<file path="src/rtl/leitor_caminho.sv">
// leitor_caminho: walks the anterior (predecessor) memory from destino back to origem and streams each node visited
//   clk, rst                  rising-edge clock, synchronous active-high reset
//   iniciar_in                start pulse (taken only when idle), latches origem_in/destino_in
//   lc_mem_rd_out/addr_out    anterior memory read port; mem_data_in returns one cycle after the strobe
//   lc_no_valid_out/no_out    node stream (destino first, origem last), lc_no_ultimo_out marks origem
//   no_ready_in               stream back-pressure
//   lc_ocupado_out            not idle; lc_pronto_out one-cycle end pulse; lc_erro_out broken path (sticky)
//   LEITOR_CAMINHO_COMPRIMENTO_EN adds lc_comprimento_out, hop count of the last finished trace
module leitor_caminho #(
  parameter int ADDR_WIDTH = 5,
  parameter int MAX_PASSOS = 2**ADDR_WIDTH
) (
  input  logic                  clk,
  input  logic                  rst,
  input  logic                  iniciar_in,
  input  logic [ADDR_WIDTH-1:0] origem_in,
  input  logic [ADDR_WIDTH-1:0] destino_in,
  output logic                  lc_mem_rd_out,
  output logic [ADDR_WIDTH-1:0] lc_mem_addr_out,
  input  logic [ADDR_WIDTH-1:0] mem_data_in,
  output logic                  lc_no_valid_out,
  output logic [ADDR_WIDTH-1:0] lc_no_out,
  output logic                  lc_no_ultimo_out,
  input  logic                  no_ready_in,
  output logic                  lc_ocupado_out,
  output logic                  lc_pronto_out,
  output logic                  lc_erro_out
`ifdef LEITOR_CAMINHO_COMPRIMENTO_EN
  , output logic [ADDR_WIDTH:0] lc_comprimento_out
`endif
);
  typedef enum logic [2:0] {IDLE, ENVIAR, LER, ESPERA, FIM} estado_t;
  localparam logic [ADDR_WIDTH:0] ULTIMO_PASSO = (ADDR_WIDTH+1)'(MAX_PASSOS - 1);
  estado_t               estado;
  logic [ADDR_WIDTH-1:0] atual, origem;
  logic [ADDR_WIDTH:0]   passos;
  always_ff @(posedge clk) begin
    if (rst) begin
      estado           <= IDLE;
      atual            <= '0;
      origem           <= '0;
      passos           <= '0;
      lc_mem_rd_out    <= 1'b0;
      lc_mem_addr_out  <= '0;
      lc_no_valid_out  <= 1'b0;
      lc_no_out        <= '0;
      lc_no_ultimo_out <= 1'b0;
      lc_ocupado_out   <= 1'b0;
      lc_pronto_out    <= 1'b0;
      lc_erro_out      <= 1'b0;
`ifdef LEITOR_CAMINHO_COMPRIMENTO_EN
      lc_comprimento_out <= '0;
`endif
    end else begin
      case (estado)
        IDLE: if (iniciar_in) begin
          origem           <= origem_in;
          atual            <= destino_in;
          passos           <= '0;
          lc_erro_out      <= 1'b0;
          lc_ocupado_out   <= 1'b1;
          lc_no_valid_out  <= 1'b1;
          lc_no_out        <= destino_in;
          lc_no_ultimo_out <= destino_in == origem_in;
          estado           <= ENVIAR;
        end
        // valid is always high here, so ready alone completes the handshake
        ENVIAR: if (no_ready_in) begin
          lc_no_valid_out  <= 1'b0;
          lc_no_ultimo_out <= 1'b0;
          if (atual == origem || passos == ULTIMO_PASSO) begin
            lc_erro_out   <= atual != origem;
            lc_pronto_out <= 1'b1;
`ifdef LEITOR_CAMINHO_COMPRIMENTO_EN
            lc_comprimento_out <= (atual != origem) ? (ADDR_WIDTH+1)'(MAX_PASSOS) : passos;
`endif
            estado        <= FIM;
          end else begin
            lc_mem_rd_out   <= 1'b1;
            lc_mem_addr_out <= atual;
            estado          <= LER;
          end
        end
        LER: begin
          lc_mem_rd_out <= 1'b0;
          estado        <= ESPERA;
        end
        ESPERA: begin
          atual            <= mem_data_in;
          passos           <= (passos == '1) ? passos : passos + 1'b1;
          lc_no_valid_out  <= 1'b1;
          lc_no_out        <= mem_data_in;
          lc_no_ultimo_out <= mem_data_in == origem;
          estado           <= ENVIAR;
        end
        FIM: begin
          lc_pronto_out  <= 1'b0;
          lc_ocupado_out <= 1'b0;
          estado         <= IDLE;
        end
        default: estado <= IDLE;
      endcase
    end
  end
endmodule

</file>
<file path="config.mk">
export PLATFORM = sky130hd
export DESIGN_NAME = leitor_caminho
export DESIGN_NICKNAME = d
export VERILOG_FILES = /design/src/rtl/leitor_caminho.sv
export SDC_FILE = /design/constraint.sdc
export NUM_CORES = 1
export LEC_CHECK = 0
export CAP_MARGIN = 30
export CORE_MARGIN = 4
export CORE_UTILIZATION = 44
export CTS_CLUSTER_SIZE = 40
export DETAILED_ROUTE_END_ITERATION = 8
export MAX_ROUTING_LAYER = met4
export PLACE_DENSITY = 0.75
export RECOVER_POWER = 50
export SLEW_MARGIN = 10
export SYNTH_ARGS = -nofsm -noshare
export SYNTH_HDL_FRONTEND = slang
export SYNTH_SLANG_ARGS = --single-unit
export TNS_END_PERCENT = 5
</file>
<file path="constraint.sdc">
create_clock -name clk -period 1.53 [get_ports clk]
set_input_delay 0.459 -clock clk [delete_from_list [all_inputs] [get_ports clk]]
set_output_delay 0.459 -clock clk [all_outputs]
set_load 0.02 [all_outputs]
</file>
* After elaboration in Yosys (flattened, before gate mapping)
Index checks and enable logic that the tools add are counted.
** Cells by class
- Bitwise operators :: 1
- Equal/unequal tests :: 15
- $mul :: 0
- Magnitude comparators :: 0
- Reductions and logical operators :: 18
- Add/sub/neg operators :: 1
- Divide/modulo/power cells :: 0
- Multiplexer cells :: 25
- Shift-type cells :: 0
** Operators with widths (count)
- 5-bit equality test :: 3
- 3-bit AND reduction :: 5
- 6-bit 2-to-1 mux :: 2
- 3-bit case mux with 4 select lines :: 1
- 6-bit case mux with 2 select lines :: 1
- 1-bit 2-to-1 mux :: 10
- 2-bit inequality test, second input constant :: 5
- 5-bit case mux with 2 select lines :: 1
- 2-bit nonzero test :: 5
- 3-bit 2-to-1 mux :: 3
- 1-bit case mux with 2 select lines :: 4
- 2-bit AND reduction :: 4
- 6-bit by 1-bit adder with 6-bit output, second input constant :: 1
- 3-bit by 2-bit equality test with 1-bit output, second input constant :: 2
- 6-bit by 5-bit equality test with 1-bit output, second input constant :: 1
- 6-bit equality test, second input constant :: 1
- 1-bit case mux with 3 select lines :: 2
- 5-bit 2-to-1 mux :: 1
- 5-bit inequality test :: 1
- 4-bit AND reduction :: 1
- 3-bit by 1-bit equality test with 1-bit output, second input constant :: 1
- 3-bit equality test, second input constant :: 1
- 3-bit logical NOT :: 1
- 3-bit nonzero test :: 1
- other kinds (2) :: 2
** Word-level totals
- Input port bits :: 19
- Register bits :: 30
- Output and inout bits :: 16
- Memories kept :: 0
- Bits in latches :: 0
- Memory bits (writable) :: 0
- Bits in read-only memories :: 0

* Longest topological paths before layout
- Depth after elaboration :: 5
- Gate-level depth with buffers :: 6
- Mapped depth without buffers :: 5

* Least setup slack after synthesis
Ideal clock, no wire load.
- Path kind :: flip-flop to flip-flop
- From :: reg estado[2]
- To :: reg lc_no_ultimo_out
- Arrival :: 1.435 ns
- Required time :: 1.456 ns
- Cell stages (with the launch flop) :: 7
- Slack :: 0.021 ns
- Buffers on the path :: 2
- Cells stage by stage :: dfxtp_1 buf_6 and3b_1 buf_4 nand3_1 or4_1 a31oi_1
** On the way
- Word-level cells in the longest chain between the ends :: 3
** RTL lines
- start: declaration :: line 34 : estado_t estado;
- start signal: assignment :: line 39 : estado <= IDLE;
- start signal: assignment :: line 65 : estado <= ENVIAR;
- start signal: assignment :: line 77 : estado <= FIM;
- 3-bit by 1-bit equality test with 1-bit output (tied with other cells) :: line 55 : case (estado)
- 2-bit inequality test (no line) or 3-bit nonzero test (tied branches)
- 3-bit AND reduction (no line)
- end signal: assignment :: line 64 : lc_no_ultimo_out <= destino_in == origem_in;
- end signal: assignment :: line 93 : lc_no_ultimo_out <= mem_data_in == origem;
- end: declaration :: line 23 : output logic lc_no_ultimo_out,
Several ways; a longest one is shown, not always the timed one.
A chain may end at the register's enable or synchronous reset.

==> impl_table.tex <==
\begin{tabular}{lr}
\hline
Metric & Value \\
\hline
\multicolumn{2}{l}{\textbf{Critical path}} \\
Worst R2R Start & estado[0]\$\_SDFFE\_PP0P\_ \\
Critical path class & reg -> out \\
Cell family with the largest share of critical-path delay & flip-flops \\
Worst setup EP type & primary output \\
Worst path arrival time & 1.03 ns \\
Internal reg-to-reg setup slack & 0.07 ns \\
Cell at the slowest stage of the critical path & sky130\_fd\_sc\_hd\_\_dfxtp\_1 \\
Startpoint of the most critical setup path & atual[1]\$\_SDFFE\_PP0P\_ \\
Combined buffer and inverter count along the critical path & 1 \\
Ordered list of cells on the worst path & clkdlybuf4s15\_1 \\
Depth of the most critical reg-to-reg path & 4 \\
CP Data Required Time & 1.07 ns \\
Critical path launch point type & flop \\
Stage delay of the slowest cell on the critical path & 0.38 ns \\
Worst reg2reg path endpoint & lc\_no\_ultimo\_out\$\_SDFFE\_PP0P\_ \\
Top fanout value on the critical path & 3 \\
\multicolumn{2}{l}{\textbf{Place}} \\
Placement-stage cell area & 0.00205 mm2 \\
Placed wire-length estimate after detailed placement & 3.04 mm \\
Final RePlAce weighted congestion & 0.892 \\
IO buf count & 34 \\
\multicolumn{2}{l}{\textbf{Synth}} \\
Cell taking the most area after synthesis & sky130\_fd\_sc\_hd\_\_dfxtp\_1 \\
Flop and latch count out of synthesis & 30 \\
Number of nets produced by synthesis & 193 \\
Number of distinct library cells after synthesis & 39 \\
Count of flip-flops with a built-in enable after synthesis & 0 \\
Synthesized instance count & 173 \\
Synth Warn \# & 0 \\
Most instantiated flip-flop cell in the synthesis netlist & sky130\_fd\_sc\_hd\_\_dfxtp\_1 \\
Ys async rst share & 0 \\
Top-area cell type share of the netlist area & 0.406 \\
Mapped Area & 0.00148 mm2 \\
Average cell area after synthesis & 8.55 um2 \\
Sequential fraction of the synthesis area & 0.406 \\
Leading cell types by total area after synthesis & sky130\_fd\_sc\_hd\_\_dfxtp\_1, sky130\_fd\_sc\_hd\_\_nand2\_1, sky130\_fd\_sc\_hd\_\_mux2i\_1, sky130\_fd\_sc\_hd\_\_a21oi\_1, sky130\_fd\_sc\_hd\_\_xor2\_1 \\
\multicolumn{2}{l}{\textbf{Cells and area}} \\
Footprint of the multi-input gates & 847 um2 \\
Count of nets after finishing & 254 \\
Most common cell after layout, fill and taps aside & sky130\_fd\_sc\_hd\_\_nand2\_1 \\
Layout cell share with drive strength beyond 1 & 0.210 \\
Post-route standard cell area excluding fillers & 0.00212 mm2 \\
Synth-to-layout area growth & 43.7\% \\
Number of fill cells & 289 \\
Register cell area after layout & 607 um2 \\
Commonest cells after routing, fill and taps aside & sky130\_fd\_sc\_hd\_\_nand2\_1, sky130\_fd\_sc\_hd\_\_dfxtp\_1, sky130\_fd\_sc\_hd\_\_buf\_4, sky130\_fd\_sc\_hd\_\_clkdlybuf4s50\_1, sky130\_fd\_sc\_hd\_\_a21oi\_1 \\
Final antenna diode count & 0 \\
\multicolumn{2}{l}{\textbf{Die}} \\
Area of the core region & 0.00313 mm2 \\
Die span in y & 66.0 um \\
Starting utilization of the core area & 0.473 \\
Die width & 66.0 um \\
Die Area & 0.00435 mm2 \\
Number of top-level design ports & 35 \\
Number of placement rows & 20 \\
\multicolumn{2}{l}{\textbf{Routing}} \\
First-pass detailed-route iteration total & 4 \\
Via Count & 1477 \\
Average routed wire per standard cell & 14.3 um \\
Detailed router's first-iteration violation count & 87 \\
Count of nets left with antenna violations after detail routing & 0 \\
Detailed-route DRC error count & 0 \\
Post-DR vias/cell & 5.33 \\
Detailed Route WL & 3.97 mm \\
\multicolumn{2}{l}{\textbf{STA}} \\
Worst-Margin Slew & 0.405 ns \\
Pins Over Slew Limit & 0 \\
Number of failing setup endpoints in the final timing report & 0 \\
Relative slew slack & 0.730 \\
Max Clock Freq & 674 MHz \\
Final hold violation count & 0 \\
Tmin final & 1.48 ns \\
Worst hold slack & 0.467 ns \\
Crit share post-route & 0.970 \\
Final clock skew & 0.00404 ns \\
\multicolumn{2}{l}{\textbf{Pwr}} \\
Leakage component of the power & 0.884 nW \\
Ratio of total power to cell area & 867 mW/mm2 \\
VDD IR-drop max & 0.000503 V \\
Post-layout power & 0.00184 W \\
\multicolumn{2}{l}{\textbf{GRT}} \\
Global router's overall resource usage & 0.206 \\
Via count of the first global-routing pass & 1497 \\
Antenna violations before repair & 0 \\
Maximum number of pins on one net before global-route repair & 15 \\
First-pass GRT wire length & 6.62 mm \\
Total congestion overflow & 0 \\
\multicolumn{2}{l}{\textbf{Clock network}} \\
Worst skew pair latency & 0.33 ns \\
Root Driver & sky130\_fd\_sc\_hd\_\_clkbuf\_4 \\
CTS Buffer Depth & 2 \\
CTS H-Tree Depth & 2 \\
Clock buffer count from CTS & 5 \\
CTS tree & done \\
Clock-pin slew reported for the worst setup and hold paths after clock tree synthesis & 0.09 ns \\
Number of sinks on the clock net & 30 \\
\multicolumn{2}{l}{\textbf{Min path}} \\
Classification of the worst-slack hold path & reg -> reg \\
Hold path startpoint & lc\_mem\_addr\_out[0]\$\_SDFFE\_PP0P\_ \\
Cell depth of the worst min-delay path & 2 \\
Hold EP & lc\_mem\_addr\_out[0]\$\_SDFFE\_PP0P\_ \\
\multicolumn{2}{l}{\textbf{Run status}} \\
Result of the run & finished clean \\
\multicolumn{2}{l}{\textbf{Run}} \\
Number of violations of the max-capacitance limit & 0 \\
\hline
\end{tabular}
## what timing repair did
item                       4_1_cts  5_1_grt
pin swaps                        1        4
resized for setup               25       22
hold buffers                     0        0
setup endpoints to repair       21       25
buffers inserted                 0        2
## per-stage QoR
step	TNS (ns)	utilization	std cells	setup WS (ns)
finish	0	0.679	277	0.0456
global route	-0.00767	0.679	277	-0.00767
CTS	0	0.666	275	0.00184
detailed placement	-7.37	0.654	269	-0.505
global placement	-6.99	0.654	269	-0.477
floorplan	0	-	173	0.0211
## report_power, final
part	leakage, nW	total, W	internal (W)	switching [W]
Combinational	0.607	0.000515	0.000258	0.000257
Clock	0.0302	0.000457	0.000206	0.000250
Sequential	0.247	0.000871	0.000828	0.0000427
## sequential cells by signal, summed over array words and instances (netlist names)
register	count
lc_mem_rd_out	1
atual	5
lc_erro_out	1
origem	5
lc_no_valid_out	1
passos	6
lc_pronto_out	1
estado	3
lc_ocupado_out	1
lc_mem_addr_out	5
lc_no_ultimo_out	1
## how the worst max path moves through the flow
| stage | to | depth (start not counted) |
|---|---|---|
| 2_1_floorplan | lc_no_ultimo_out$_SDFFE_PP0P_ | 6 |
| 3_3_place_gp | lc_no_ultimo_out$_SDFFE_PP0P_ | 5 |
| 3_5_place_dp | lc_no_ultimo_out$_SDFFE_PP0P_ | 5 |
| 4_1_cts | lc_no_out[3] | 1 |
| 5_1_grt | lc_no_ultimo_out$_SDFFE_PP0P_ | 4 |
| 6_report | lc_no_out[1] | 1 |
## cell type report
class | count | share of cell area
flip-flops and latches | 30 | 0.286
well taps | 44 | 0.0259
clock buffers | 6 | 0.0241
repair buffers | 61 | 0.251
inverters | 8 | 0.0141
multi-input cells | 128 | 0.399
## cells in the mapped netlist (2+ instances only)
| cell | n |
|---|---|
| sky130_fd_sc_hd__dfxtp_1 | 30 |
| sky130_fd_sc_hd__nand2_1 | 30 |
| sky130_fd_sc_hd__a21oi_1 | 15 |
| sky130_fd_sc_hd__mux2i_1 | 9 |
| sky130_fd_sc_hd__nor2_1 | 9 |
| sky130_fd_sc_hd__inv_1 | 8 |
| sky130_fd_sc_hd__xor2_1 | 8 |
| sky130_fd_sc_hd__a22oi_1 | 5 |
| sky130_fd_sc_hd__xnor2_1 | 5 |
| sky130_fd_sc_hd__nand3_1 | 4 |
| sky130_fd_sc_hd__o21ai_0 | 4 |
| sky130_fd_sc_hd__a211oi_1 | 3 |
| sky130_fd_sc_hd__clkbuf_1 | 3 |
| sky130_fd_sc_hd__nand4_1 | 3 |
| sky130_fd_sc_hd__nor3_1 | 3 |
| sky130_fd_sc_hd__o21a_1 | 3 |
| sky130_fd_sc_hd__a21boi_0 | 2 |
| sky130_fd_sc_hd__a221oi_1 | 2 |
| sky130_fd_sc_hd__a31oi_1 | 2 |
| sky130_fd_sc_hd__and3_1 | 2 |
| sky130_fd_sc_hd__and3b_1 | 2 |
| sky130_fd_sc_hd__buf_2 | 2 |
| sky130_fd_sc_hd__nor2b_1 | 2 |
| sky130_fd_sc_hd__or3_1 | 2 |
## kinds of logic (layout without fill, tap and decap cells)
logic type               Yosys count  in the layout  share of synthesized area
XOR/XNOR                          13             13                     0.0770
multiplexers                       9              9                     0.0609
flip-flops                        30             30                      0.406
AO/OA/AOI/OAI                     42             42                      0.193
AND/OR/NAND/NOR                   63             63                      0.207
buffers and inverters             15             75                     0.0474
adder cells (fa/ha/maj)            1              1                    0.00846
## layer usage
layer  track usage  wire length, um
met1         0.232             1680
met5             -                0
met3        0.0663              215
met4        0.0964               92
met2         0.332             1980
Power figures use the tool's default switching activity.
